<file path="config.mk">
export PLATFORM = sky130hd
export DESIGN_NAME = uart_rx_ctrl
export DESIGN_NICKNAME = d
export VERILOG_FILES = /design/src/rtl/uart_rx_ctrl.sv
export SDC_FILE = /design/constraint.sdc
export NUM_CORES = 1
export LEC_CHECK = 0
export CORE_ASPECT_RATIO = 0.6
export CORE_MARGIN = 2
export CORE_UTILIZATION = 40
export DETAILED_ROUTE_END_ITERATION = 8
export DONT_BUFFER_PORTS = 1
export PLACE_DENSITY_LB_ADDON = 0.12
export REMOVE_ABC_BUFFERS = 1
export SLEW_MARGIN = 0
export SYNTH_ARGS = -nofsm -noshare
export SYNTH_HDL_FRONTEND = slang
export SYNTH_SLANG_ARGS = --single-unit
</file>
<file path="constraint.sdc">
create_clock -name PCLK -period 2.2 [get_ports PCLK]
set_input_delay 0 -clock PCLK [delete_from_list [all_inputs] [get_ports PCLK]]
set_output_delay 0 -clock PCLK [all_outputs]
set_load 0.1 [all_outputs]
</file>
<file path="src/rtl/uart_rx_ctrl.sv">
// UART receive sequencing and buffering: enable/soft-reset control with graceful drain,
// show-ahead RX FIFO, sticky error flags, idle character timeout and level interrupt.
module uart_rx_ctrl #(
    parameter int unsigned DATA_BITS  = 8,
    parameter int unsigned FIFO_DEPTH = 4,
    parameter int unsigned TIMEOUT_W  = 16
) (
    input  logic                          PCLK,
    input  logic                          PRESETn,
    input  logic                          cfg_enable,
    input  logic                          cfg_flush,
    input  logic [TIMEOUT_W-1:0]          cfg_timeout,
    input  logic                          err_clr,
    input  logic                          rd_pop,
    input  logic                          rx_done,
    input  logic                          rx_busy,
    input  logic                          rx_error,
    input  logic [DATA_BITS-1:0]          rx_data,
    output logic                          rx_en,
    output logic                          rx_rst,
    output logic [DATA_BITS-1:0]          rd_data,
    output logic                          rd_valid,
    output logic [$clog2(FIFO_DEPTH):0]   fifo_count,
    output logic                          ovr_err,
    output logic                          frm_err,
    output logic                          timeout_flag,
    output logic                          irq
);

    localparam int unsigned AW = $clog2(FIFO_DEPTH);
    localparam int unsigned CW = AW + 1;

    typedef enum logic [1:0] {StOff, StFlush, StActive, StDrain} state_e;

    state_e                 state_q, state_d;
    logic [DATA_BITS-1:0]   mem_q [FIFO_DEPTH];
    logic [AW-1:0]          wr_ptr_q, wr_ptr_d, rd_ptr_q, rd_ptr_d;
    logic [CW-1:0]          count_q, count_d;
    logic                   ovr_q, ovr_d, frm_q, frm_d, flag_q, flag_d;
    logic [TIMEOUT_W-1:0]   tmo_cnt_q, tmo_cnt_d;

    logic capture, full, pop_acc, push, ovr_set, frm_set, tmo_clr;

    always_ff @(posedge PCLK) begin
        if (!PRESETn) begin
            state_q   <= StOff;
            wr_ptr_q  <= '0;
            rd_ptr_q  <= '0;
            count_q   <= '0;
            ovr_q     <= 1'b0;
            frm_q     <= 1'b0;
            flag_q    <= 1'b0;
            tmo_cnt_q <= '0;
        end else begin
            state_q   <= state_d;
            wr_ptr_q  <= wr_ptr_d;
            rd_ptr_q  <= rd_ptr_d;
            count_q   <= count_d;
            ovr_q     <= ovr_d;
            frm_q     <= frm_d;
            flag_q    <= flag_d;
            tmo_cnt_q <= tmo_cnt_d;
        end
    end

    always_comb begin
        state_d = state_q;
        unique case (state_q)
            StOff:    if (cfg_flush || cfg_enable) state_d = StFlush;
            StFlush:  state_d = cfg_enable ? StActive : StOff;
            StActive: begin
                if (cfg_flush)                          state_d = StFlush;
                else if (!cfg_enable && (rx_busy || rx_done)) state_d = StDrain;
                else if (!cfg_enable)                   state_d = StOff;
            end
            StDrain: begin
                if (cfg_flush)                 state_d = StFlush;
                else if (!rx_busy && !rx_done) state_d = StOff;
            end
            default:  state_d = StOff;
        endcase
    end

    always_comb begin
        rx_en  = (state_q == StActive);
        rx_rst = (state_q == StFlush);
    end

    // Writes are allowed into a full FIFO only when the head is popped in the same cycle.
    assign capture = rx_done && (state_q == StActive || state_q == StDrain);
    assign full    = (count_q == CW'(FIFO_DEPTH));
    assign pop_acc = rd_pop && rd_valid;
    assign push    = capture && !rx_error && (!full || pop_acc);
    assign ovr_set = capture && !rx_error && full && !pop_acc;
    assign frm_set = capture && rx_error;

    always_comb begin
        wr_ptr_d = wr_ptr_q;
        rd_ptr_d = rd_ptr_q;
        count_d  = count_q;
        if (state_q == StFlush) begin
            wr_ptr_d = '0;
            rd_ptr_d = '0;
            count_d  = '0;
        end else begin
            if (push)    wr_ptr_d = wr_ptr_q + AW'(1);
            if (pop_acc) rd_ptr_d = rd_ptr_q + AW'(1);
            if (push && !pop_acc)      count_d = count_q + CW'(1);
            else if (!push && pop_acc) count_d = count_q - CW'(1);
        end
    end

    always_ff @(posedge PCLK) begin
        if (push) mem_q[wr_ptr_q] <= rx_data;
    end

    always_comb begin
        ovr_d = (ovr_q && !err_clr) || ovr_set;
        frm_d = (frm_q && !err_clr) || frm_set;
    end

    always_comb begin
        tmo_clr = rx_done || pop_acc || rx_busy ||
                  (state_q != StActive) || (state_d != StActive);
        tmo_cnt_d = tmo_cnt_q;
        if (tmo_clr) begin
            tmo_cnt_d = '0;
        end else if (count_q != '0 && cfg_timeout != '0 && tmo_cnt_q != '1) begin
            tmo_cnt_d = tmo_cnt_q + TIMEOUT_W'(1);
        end
        flag_d = flag_q;
        if (cfg_timeout != '0 && tmo_cnt_q == cfg_timeout) flag_d = 1'b1;
        if (state_q == StFlush || pop_acc || count_d == '0) flag_d = 1'b0;
    end

    assign rd_valid     = (count_q != '0);
    assign rd_data      = rd_valid ? mem_q[rd_ptr_q] : '0;
    assign fifo_count   = count_q;
    assign ovr_err      = ovr_q;
    assign frm_err      = frm_q;
    assign timeout_flag = flag_q;
    assign irq          = (count_q >= CW'(FIFO_DEPTH / 2)) || flag_q || ovr_q || frm_q;

endmodule

</file>
==> flow_metrics.py <==
metrics = {
    "logic_synthesis": {
        "ys_seq_elements": 62,
        "synthArstFlopShare_pct": 0,
        "seq_area_frac_synth_pct": 48.7,
        "postSynthAreaPerCell_um2": 11.3,
        "synthesis.area_um2": 3200,
        "synth_area_leaders": "edfxtp_1 (30%), dfxtp_1 (19%), xor2_1 (6.0%)",
        "synth_warnings": 0,
        "ys_types": 48,
        "synth-edff-count": 32,
        "synth.most_common_cell": "nor2_1",
        "yosysTopAreaCell": "edfxtp_1",
        "synth_top_cell_area_share_pct": 30.0,
        "yosys-top-cells-count": "nor2_1 (34), edfxtp_1 (32), dfxtp_1 (30), xor2_1 (22), and2_1 (14)",
        "synth_cells": 283,
        "synth-main-ff-cell": "edfxtp_1",
    },
    "clock_tree": {
        "numCtsBuffers": 9,
        "cts-htree-levels": 3,
        "clk_pin_slew_ns": 0.05,
        "cts_sinks": 62,
        "cts_tree": "done",
        "cts_buffer_depth": 2,
        "cts-root-buf": "clkbuf_16",
        "clock_latency_ns": 0.32,
    },
    "timing": {
        "hold_ws_ns": 0.0516,
        "setup_tns_ns": 0,
        "period_needed_ns": 1.97,
        "fmax_mhz": 508,
        "tightest_slew_ns": 0.496,
        "skew_ns": 0.00513,
        "fin_crit_sh_pct": 89.5,
        "slew_headroom_pct": 66.9,
        "fin_ws_ns": 0.231,
        "setup_viol": 0,
        "final_hold_viol_count": 0,
        "drv_slew": 0,
        "rsz0062_at_grt": "false",
    },
    "place": {
        "pre_cts_ws_ns": 0.258,
        "portBuffers": 0,
        "dp_hpwl_mm": 5.10,
        "gp_congestion": 0.892,
    },
    "die": {
        "die_w_um": 120,
        "initial_utilization_pct": 41.0,
        "rows": 25,
        "die_area_um2": 8760,
        "die_h_um": 73.3,
        "io_pins": 51,
        "core_area_um2": 7820,
    },
    "job": {
        "maxCapViolCount": 0,
    },
    "finish": {
        "drive_gt1_share_pct": 20.4,
        "nets": 360,
        "syn_to_final_growth_pct": 24.0,
        "nFillCells": 694,
        "n_antenna_cell": 0,
        "utilization_pct": 50.8,
    },
    "drt": {
        "drc": 0,
        "wirelength_mm": 7.12,
        "detail_route.iter0.violations": 124,
        "ant_nets": 0,
        "routedWlPerCell_um": 16.5,
        "vias": 2267,
        "vias_per_cell": 5.25,
        "dr.pass1.iters": 4,
    },
    "critical_path": {
        "criticalPathCategory": "reg2reg",
        "start_kind": "flip-flop",
        "path_cells": "ha_1 -> and2_1 -> nand4_2 -> o2111ai_1 -> xor2_1 -> nor2_1",
        "rr_endpoint": "tmo_cnt_q[4]$_SDFFE_PP0P_",
        "cp.arrival_ns": 2.17,
        "worst_path_max_delay_cell": "dfxtp_1",
        "timing.critical_path.fanout_max": 13,
        "r2r_start": "tmo_cnt_q[0]$_SDFFE_PP0P_",
        "cp-startpoint": "tmo_cnt_q[0]$_SDFFE_PP0P_",
        "slowest_delay_ns": 0.44,
        "cp.required_ns": 2.40,
        "r2r_cells": 6,
        "rrSetupSlack_ns": 0.23,
        "cp-end-kind": "flip-flop",
    },
    "pwr": {
        "vdd_ir_drop_max_mv": 0.349,
        "p_total_w": 0.00387,
        "power_per_cell_area_nw_per_um2": 975,
        "p_leak_nw": 1.45,
    },
    "hold_path": {
        "min_from": "PRESETn",
        "hp-class": "in2reg",
        "min_path_cells": 2,
        "min_to": "timeout_flag$_SDFFE_PP0P_",
    },
    "global_routing": {
        "grt_use_total_pct": 17.5,
        "grt_pass1_vias": 2193,
        "antenna_found_initial": 0,
        "grt_max_degree": 17,
        "grt_overflow": 0,
        "grt_pass1_wl_mm": 11.4,
    },
    "outcome": {
        "status": "completed",
    },
}
==> repair_timing <==
item	4_1_cts	5_1_grt
resized for setup	0	0
hold buffers	17	0
endpoints found under the hold margin	39	0
setup buffers	0	0
==> cell usage in the layout, fill, tap and decap left out, types with 5 or more instances in the layout <==
| master | count |
|---|---|
| a21oi_1 | 5 |
| and2_1 | 14 |
| and3_1 | 5 |
| buf_12 | 8 |
| buf_4 | 14 |
| clkbuf_16 | 9 |
| dfxtp_1 | 30 |
| dlygate4sd3_1 | 17 |
| edfxtp_1 | 32 |
| ha_1 | 8 |
| inv_1 | 9 |
| mux4_2 | 8 |
| nand2_1 | 11 |
| nand3_1 | 7 |
| nand4_1 | 12 |
| nor2_1 | 34 |
| nor3_1 | 6 |
| o211ai_2 | 6 |
| o21ai_0 | 5 |
| xnor2_1 | 12 |
| xor2_1 | 22 |
==> where the power goes <==
part / internal (W) / leakage [nW] / switching (W)
logic: 0.000420 / 0.777 / 0.000857
clock network: 0.000863 / 0.143 / 0.000468
registers: 0.00124 / 0.530 / 0.0000240
total: 0.00252 / 1.45 / 0.00135
==> area by class of cell <==
type                       instances  area [um2]  share of cell area, %
sequential                        62        1560                   39.3
multi-input combinational        197        1520                   38.3
clock inverter                     6        53.8                   1.35
tap                              108         135                   3.40
clock buffer                      10         229                   5.76
timing repair buffer              39         435                   11.0
inverter                          10        37.5                  0.945
==> worst max path at each step <==
stage / to / slack (ns) / cells after the start
3_3_place_gp: tmo_cnt_q[1]$_SDFFE_PP0P_ / 0.26 / 6
6_report: tmo_cnt_q[4]$_SDFFE_PP0P_ / 0.23 / 6
4_1_cts: tmo_cnt_q[4]$_SDFFE_PP0P_ / 0.23 / 6
3_5_place_dp: tmo_cnt_q[4]$_SDFFE_PP0P_ / 0.26 / 6
5_1_grt: tmo_cnt_q[1]$_SDFFE_PP0P_ / 0.03 / 6
2_1_floorplan: timeout_flag$_SDFFE_PP0P_ / -0.84 / 8
==> per-stage QoR <==
| stage | std cells | instance area (um2) |
|---|---|---|
| after global placement | 399 | 3520 |
| after global routing | 432 | 3970 |
| after floorplan | 269 | 3120 |
| final | 432 | 3970 |
| after detailed placement | 399 | 3520 |
| after CTS | 432 | 3970 |
==> sequential cells by signal, indices dropped and copies added, names as in the netlist, named ones only <==
signal        flops
wr_ptr_q          2
state_q           2
timeout_flag      1
mem_q            32
rd_ptr_q          2
ovr_err           1
fifo_count        3
tmo_cnt_q        16
frm_err           1
==> metal layers <==
| metal | part of all wire [%] | up-vias | routed length [um] | track usage [%] |
|---|---|---|---|---|
| met5 | 0 | - | 0 | 0 |
| met4 | 0.91 | 0 | 65 | 5.10 |
| met3 | 7.1 | 8 | 506 | 7.14 |
| met2 | 42 | 73 | 3000 | 24.3 |
| met1 | 50 | 1088 | 3550 | 24.9 |
| li1 | - | 1098 | - | - |
==> worst max-delay path, delay by kind of cell, from the launching register on <==
| kind | cells | cell delay, ns |
|---|---|---|
| compound gates | 1 | 0.36 |
| flops | 1 | 0.44 |
| fa+ha+maj | 1 | 0.25 |
| xor+xnor | 1 | 0.17 |
| simple gates | 3 | 0.61 |
==> kinds of logic after synthesis <==
| family | synth area share, % |
|---|---|
| compound gates | 8.13 |
| xor+xnor | 9.30 |
| fa+ha+maj | 3.13 |
| buf+inv | 3.87 |
| flops | 48.8 |
| mux | 6.56 |
| simple gates | 20.3 |
(Power assumes the default switching activity.)
